<file path="src/rtl/pipelined_adder.sv">
// Pipelined add/subtract unit: WIDTH-bit operation split into STAGES carry-linked slices with valid/ready flow control.
// Optional feature: define ADDER_SAT_EN to clamp the result on signed overflow.
module pipelined_adder #(
  parameter int unsigned WIDTH  = 32,
  parameter int unsigned STAGES = 4
) (
  input  logic             clk,
  input  logic             rst,
  input  logic             in_valid,
  output logic             in_ready,
  input  logic [WIDTH-1:0] in1,
  input  logic [WIDTH-1:0] in2,
  input  logic             cin,
  input  logic             sub,
  output logic             out_valid,
  input  logic             out_ready,
  output logic [WIDTH-1:0] sum,
  output logic             cout,
  output logic             ovf
);

  localparam int unsigned SW   = WIDTH / STAGES;
  localparam int unsigned LAST = STAGES - 1;
  localparam int unsigned MSB  = WIDTH - 1;

  logic [WIDTH-1:0]  b_in;
  logic              c0;

  logic [STAGES-1:0] v_q;
  logic [STAGES-1:0] c_q;
  logic [WIDTH-1:0]  a_q [STAGES];
  logic [WIDTH-1:0]  b_q [STAGES];
  logic [WIDTH-1:0]  s_q [STAGES];
  logic              ovf_q;

  logic [STAGES-1:0] adv;
  logic [STAGES-1:0] load;
  logic [STAGES-1:0] c_src;
  logic [STAGES-1:0] c_nx;
  logic [WIDTH-1:0]  a_src [STAGES];
  logic [WIDTH-1:0]  b_src [STAGES];
  logic [WIDTH-1:0]  s_src [STAGES];
  logic [WIDTH-1:0]  s_nx  [STAGES];

  logic              ovf_nx;
  logic [WIDTH-1:0]  sum_nx;

  assign b_in = sub ? ~in2 : in2;
  assign c0   = sub ? ~cin : cin;

  // A stage moves when any slot downstream of it is free or the consumer takes the head.
  always_comb begin
    logic free;
    free = out_ready;
    adv  = '0;
    for (int k = int'(STAGES) - 1; k >= 0; k--) begin
      adv[k] = v_q[k] & free;
      free   = free | ~v_q[k];
    end
    in_ready = free;
  end

  for (genvar k = 0; k < STAGES; k++) begin : g_stage
    logic [SW-1:0] slice;

    if (k == 0) begin : g_head
      assign a_src[k] = in1;
      assign b_src[k] = b_in;
      assign s_src[k] = '0;
      assign c_src[k] = c0;
      assign load[k]  = in_valid & in_ready;
    end else begin : g_body
      assign a_src[k] = a_q[k-1];
      assign b_src[k] = b_q[k-1];
      assign s_src[k] = s_q[k-1];
      assign c_src[k] = c_q[k-1];
      assign load[k]  = adv[k-1];
    end

    // Slices above k are still zero in s_src, so OR-ing in the new slice is exact.
    assign {c_nx[k], slice} = {1'b0, a_src[k][k*SW +: SW]} + {1'b0, b_src[k][k*SW +: SW]}
                            + (SW+1)'(c_src[k]);
    assign s_nx[k] = s_src[k] | (WIDTH'(slice) << (k*SW));
  end

  assign ovf_nx = (a_src[LAST][MSB] == b_src[LAST][MSB]) && (s_nx[LAST][MSB] != a_src[LAST][MSB]);

`ifdef ADDER_SAT_EN
  assign sum_nx = !ovf_nx          ? s_nx[LAST] :
                  a_src[LAST][MSB] ? {1'b1, {(WIDTH-1){1'b0}}} :
                                     {1'b0, {(WIDTH-1){1'b1}}};
`else
  assign sum_nx = s_nx[LAST];
`endif

  // Pipeline registers; a stage holds its contents unless it is refilled or drained.
  always_ff @(posedge clk) begin
    if (rst) begin
      v_q   <= '0;
      c_q   <= '0;
      ovf_q <= 1'b0;
      for (int k = 0; k < int'(STAGES); k++) begin
        a_q[k] <= '0;
        b_q[k] <= '0;
        s_q[k] <= '0;
      end
    end else begin
      for (int k = 0; k < int'(STAGES); k++) begin
        if (load[k]) begin
          v_q[k] <= 1'b1;
          a_q[k] <= a_src[k];
          b_q[k] <= b_src[k];
          s_q[k] <= (k == int'(LAST)) ? sum_nx : s_nx[k];
          c_q[k] <= c_nx[k];
        end else if (adv[k]) begin
          v_q[k] <= 1'b0;
        end
      end
      if (load[LAST]) ovf_q <= ovf_nx;
    end
  end

  assign out_valid = v_q[LAST];
  assign sum       = s_q[LAST];
  assign cout      = c_q[LAST];
  assign ovf       = ovf_q;

endmodule

</file>
<file path="config.mk">
export PLATFORM = sky130hd
export DESIGN_NAME = pipelined_adder
export DESIGN_NICKNAME = d
export VERILOG_FILES = /design/src/rtl/pipelined_adder.sv
export SDC_FILE = /design/constraint.sdc
export NUM_CORES = 1
export LEC_CHECK = 0
export BUFFER_PORTS_ARGS = -buffer_cell sky130_fd_sc_hd__buf_2
export CAP_MARGIN = 15
export CORE_MARGIN = 2
export CORE_UTILIZATION = 40
export CTS_CLUSTER_DIAMETER = 120
export DETAILED_ROUTE_END_ITERATION = 10
export MAX_ROUTING_LAYER = met4
export PLACE_DENSITY_LB_ADDON = 0.15
export SKIP_CTS_REPAIR_TIMING = 1
export SYNTH_ARGS = -nofsm -noshare
export SYNTH_HDL_FRONTEND = slang
export SYNTH_SLANG_ARGS = --single-unit
</file>
<file path="constraint.sdc">
create_clock -name clk -period 3 [get_ports clk]
set_clock_uncertainty 0.15 [all_clocks]
set_input_delay 0.3 -clock clk [delete_from_list [all_inputs] [get_ports clk]]
set_output_delay 0.3 -clock clk [all_outputs]
set_load 0.03 [all_outputs]
</file>
=== Word level (Yosys, flattened, before mapping) ===
Memory sizes are Yosys's and may differ from the RTL's.
Index checks and enable logic that the tools add are counted.
W data, S select, Z words.

* Memories: 3
* Memory bits (writable): 384
* Output and inout port bits: 36
* Register bits: 9

* Bitwise operators: 30
* $add $sub $neg: 8
* Equal/unequal tests: 2
* Reductions and logical operators: 5
* Multiplexer cells: 36

{| class="wikitable"
|+ Memories
! name !! depth !! bits a word !! read ports !! clocked after memory_dff !! wr ports !! RTL line !! text
|-
| a_q || 4 || 32 || 3 || 0 || 4 || 31 || <nowiki>logic [WIDTH-1:0] a_q [STAGES];</nowiki>
|-
| b_q || 4 || 32 || 3 || 0 || 4 || 32 || <nowiki>logic [WIDTH-1:0] b_q [STAGES];</nowiki>
|-
| s_q || 4 || 32 || 4 || 0 || 4 || 33 || <nowiki>logic [WIDTH-1:0] s_q [STAGES];</nowiki>
|}

{| class="wikitable"
|+ Operator list
! kind !! count
|-
| $mux W32 || 13
|-
| $add A8 B8 Y9 || 4
|-
| $add A9 B1 Y9 || 4
|-
| $not A32 Y32 || 1
|-
| $or A32 B16 Y32 || 1
|-
| $or A32 B24 Y32 || 1
|-
| $or A32 B32 Y32 || 1
|-
| $mux W1 || 23
|-
| $or A1 B1 Y1 || 16
|-
| $reduce_bool A2 Y1 || 4
|-
| $and A1 B1 Y1 || 5
|-
| $not A1 Y1 || 5
|-
| $eq A1 B1 Y1 || 1
|-
| $logic_and A1 B1 Y1 || 1
|-
| $ne A1 B1 Y1 || 1
|}

=== Logic depth before layout (Yosys ltp) ===
* Depth in word-level cells: 10
* Gate-level depth with buffers: 11

=== Worst setup path before layout ===
Ideal clock, no wire load.

* Path kind: reg-to-reg
* Start point: register v_q[3]
* End point: memory a_q[0][10] (enable)
* Setup time: 0.642 ns
* Cell stages (with the launch flop): 5
* Setup slack: 0.141 ns
* Path buffers: 0
* Arrival time: 2.067 ns
* Path through: dfxtp_1 and4b_4 nand2_2 nand2_1 nand2b_1

{| class="wikitable"
|+ RTL lines
! what !! RTL line !! text
|-
| start, declared || 29 || <nowiki>logic [STAGES-1:0] v_q;</nowiki>
|-
| start signal, assigned || 99 || <nowiki>v_q <= '0;</nowiki>
|-
| start signal, assigned by index || 110 || <nowiki>v_q[k] <= 1'b1;</nowiki>
|-
| start signal, assigned by index || 116 || <nowiki>v_q[k] <= 1'b0;</nowiki>
|-
| end, declared || 31 ||
|}

==> reports/results.ini <==
[detailed_routing]
via_per_inst=4.520
first_pass_iters=4
drc_errors=0
drtIter0Drc=188
wl_um=13480
ant_nets=0
avgRoutedWirePerCell_um=13.48
via_count=4520

[finish]
drive_gt1_frac=0.2110
fin_nets=823
syn2layout_area_growth_pct=17.44
final_area_um2=9748
antenna_cells=0
fill_cells=1845

[worst_setup_path]
rrSetupSlack_ns=0.43
slowest_stage=fa_1
rr_worst_depth=6
r2r-end=s_q[2][22]$_SDFFCE_PN0P_
crit_path_max_incr_delay_ns=0.48
cp.required_ns=3.08
critPathTopFamily=adder cells
worstSetupStartpointType=register
crit_buf_inv=0
critical_path_arrival_ns=2.65
cp-end-kind=register
regToRegStartpoint=b_q[0][48]$_SDFFCE_PN0P_
path_cells=fa_1 -> fa_1 -> a211oi_1 -> nor2_1 -> o31a_1 -> a211oi_1
crit_start=b_q[0][48]$_SDFFCE_PN0P_
cp_max_fo=3
critical_path_class=reg -> reg

[timing]
worst_hold_slack_ns=0.002301
period_share=0.8558
worst_slew_pin_slew_ns=0.9390
final.setup.tns_ns=0
fin_crit_ns=2.567
finalMaxSlewViolations=0
hold_violations=0
setup_viol=0
fmax_mhz=389.5
slew-limit-headroom=0.3740
rsz0062_at_grt=no

[power_and_ir_drop]
pwr_density_cell_nw_per_um2=580.7
vdd_drop_max_uv=417.1
total_leakage_power_nw=3.931

[global_route]
grt_pass1_wl_um=22850
grt.overflow.total=0
grt_max_degree=49
grt_antenna_before_repair=0
use_met1=0.1878
grtUsageMet2=0.1968
use_met3=0.03528
track_usage=0.1364
globalRoute.busiestLayer=met2
grt_pass1_vias=4598

[synth]
async_flop_share=0
synth_top_family_by_area=simple AND/OR/NAND/NOR gates
netlist_area_um2=8300
syn_inst=602
synth_nets=708
ys.flop_type=edfxtp_1
synth-xor-area-share=0.05065
synth_compound_area_frac=0.05442
synth_seq_area_share=0.6584
ys_seq_elements=185
ys_warn_count=0
muxShareOfSynthArea=0.001206
yosysUniqueCellTypes=48
synth_edf_count=176
synth_simple_gate_area_frac=0.1547
synthAdderAreaFrac=0.06150
syn_avg_cell_area_um2=13.79

[placement]
portBuffers=105
place_area_um2=9160
dpl.hpwl_um=9640
place_congestion=0.8501

[floorplanning]
die_h_um=148.1
num_rows=52
die_area_um2=21920
fp.dieW_um=148.1
core-area_um2=20300
io_pins=106
start_util=0.4089

[cts]
cts_tree=done
cts_sinks=185
clkTransAtPathRegs_ns=0.06
clock_latency_ns=0.42
cts_root_buffer=clkbuf_16
cts_max_level=4
clockBufferDepth=2
cts_made_buffers=17

[flow_run]
cap_violations=0

[worst_hold_path]
min_to=a_q[0][19]$_SDFFCE_PN0P_
min_from=in1[19]
holdPathStages=2
hp-class=in -> reg

[outcome]
outcome=completed

-- per-layer routing --
metal  vias to the layer above  wire (µm)
met5                         -          0
met4                         0        286
met3                        20        693
met2                       103       5855
met1                      2045       6644
li1                       2352          -
-- Yosys cell counts, types with 2 or more instances --
master	number	area (µm²)
a2111oi_2	2	30.03
a211oi_1	10	75.07
a21o_1	5	37.54
a21oi_1	13	65.06
and2_1	128	800.8
and3_1	5	31.28
buf_2	4	20.02
clkbuf_1	18	67.56
dfxtp_1	9	180.2
edfxtp_1	176	5285
fa_1	8	160.2
ha_1	28	350.3
inv_1	15	56.30
nand2_1	7	26.28
nand2b_1	6	37.54
nand3_1	2	10.01
nor2_1	56	210.2
nor2b_1	2	12.51
nor3_1	10	50.05
o211ai_1	3	22.52
o21a_1	8	60.06
o21ai_0	9	45.04
o21bai_1	3	22.52
o31a_1	3	26.28
or2_2	2	12.51
or4_1	2	15.01
xnor2_1	33	289.0
xor2_1	15	131.4
-- logic make-up (layout without fill, tap and decap cells) --
kind of cell	count (synthesis)	count (layout)
flops	185	185
fa+ha+maj	36	36
simple gates	229	229
buf+inv	39	167
mux	1	1
xor+xnor	48	48
compound gates	64	64
-- state kept, by name (all words and copies together) (netlist names) --
name,flops
c_q,4
ovf,1
b_q,48
s_q,80
v_q,4
a_q,48
-- through the flow --
step | setup slack [ns] | utilization | total power, mW | std cells
floorplan | 0.1411 | - | 3.484 | 602
detailed placement | 0.2248 | 0.4512 | 3.664 | 963
CTS | 0.4081 | 0.4777 | 5.718 | 995
global route | 0.2571 | 0.4802 | 5.911 | 1000
global placement | 0.3101 | 0.4507 | 3.648 | 962
finish | 0.4327 | 0.4802 | 5.661 | 1000
-- cells in the final DEF (no fill, tap or decap), types with 2 or more instances in the layout --
| master | instances |
|---|---|
| edfxtp_1 | 176 |
| and2_1 | 128 |
| buf_2 | 105 |
| nor2_1 | 55 |
| xnor2_1 | 33 |
| ha_1 | 28 |
| clkbuf_16 | 17 |
| xor2_1 | 15 |
| inv_1 | 14 |
| a21oi_1 | 13 |
| nor3_1 | 10 |
| a211oi_1 | 10 |
| o21ai_0 | 9 |
| dfxtp_1 | 9 |
| o21a_1 | 8 |
| fa_1 | 8 |
| buf_4 | 8 |
| nand2_1 | 7 |
| a21o_1 | 5 |
| and3_1 | 5 |
| dlygate4sd3_1 | 5 |
| nand2b_1 | 4 |
| clkinv_1 | 3 |
| o31a_1 | 3 |
| o21bai_1 | 3 |
| o211ai_1 | 3 |
| clkinv_2 | 3 |
| clkinvlp_4 | 3 |
| clkbuf_1 | 3 |
| nand2b_2 | 2 |
| or2_2 | 2 |
| nor2b_1 | 2 |
| a2111oi_2 | 2 |
| nand3_1 | 2 |
| or4_1 | 2 |
| inv_6 | 2 |
-- worst max-delay path by stage --
stage                                          end  slack [ns]  depth (start not counted)
after CTS                 s_q[2][22]$_SDFFCE_PN0P_        0.41                          6
after floorplan           a_q[0][10]$_SDFFCE_PN0P_        0.14                          4
after detailed placement       c_q[0]$_SDFFE_PP0P_        0.22                         10
after global placement         c_q[0]$_SDFFE_PP0P_        0.31                         10
after global routing           c_q[2]$_SDFFE_PP0P_        0.26                          7
final                     s_q[2][22]$_SDFFCE_PN0P_        0.43                          6
-- area by class of cell --
class | instances | area [µm²] | share of cell area
clock buffer | 20 | 436.7 | 0.04480
clock inverter | 12 | 101.3 | 0.01040
inverter | 15 | 56.30 | 0.005776
multi-input combinational | 378 | 2684 | 0.2753
sequential | 185 | 5465 | 0.5606
tap | 270 | 337.8 | 0.03466
timing repair buffer | 120 | 666.9 | 0.06841
-- power breakdown --
| part | internal [mW] | leakage, nW | switching [mW] |
|---|---|---|---|
| registers | 3.00 | 1.96 | 0.0410 |
| clock network | 1.14 | 0.256 | 0.915 |
| logic | 0.237 | 1.72 | 0.334 |
Power figures use the tool's default switching activity.
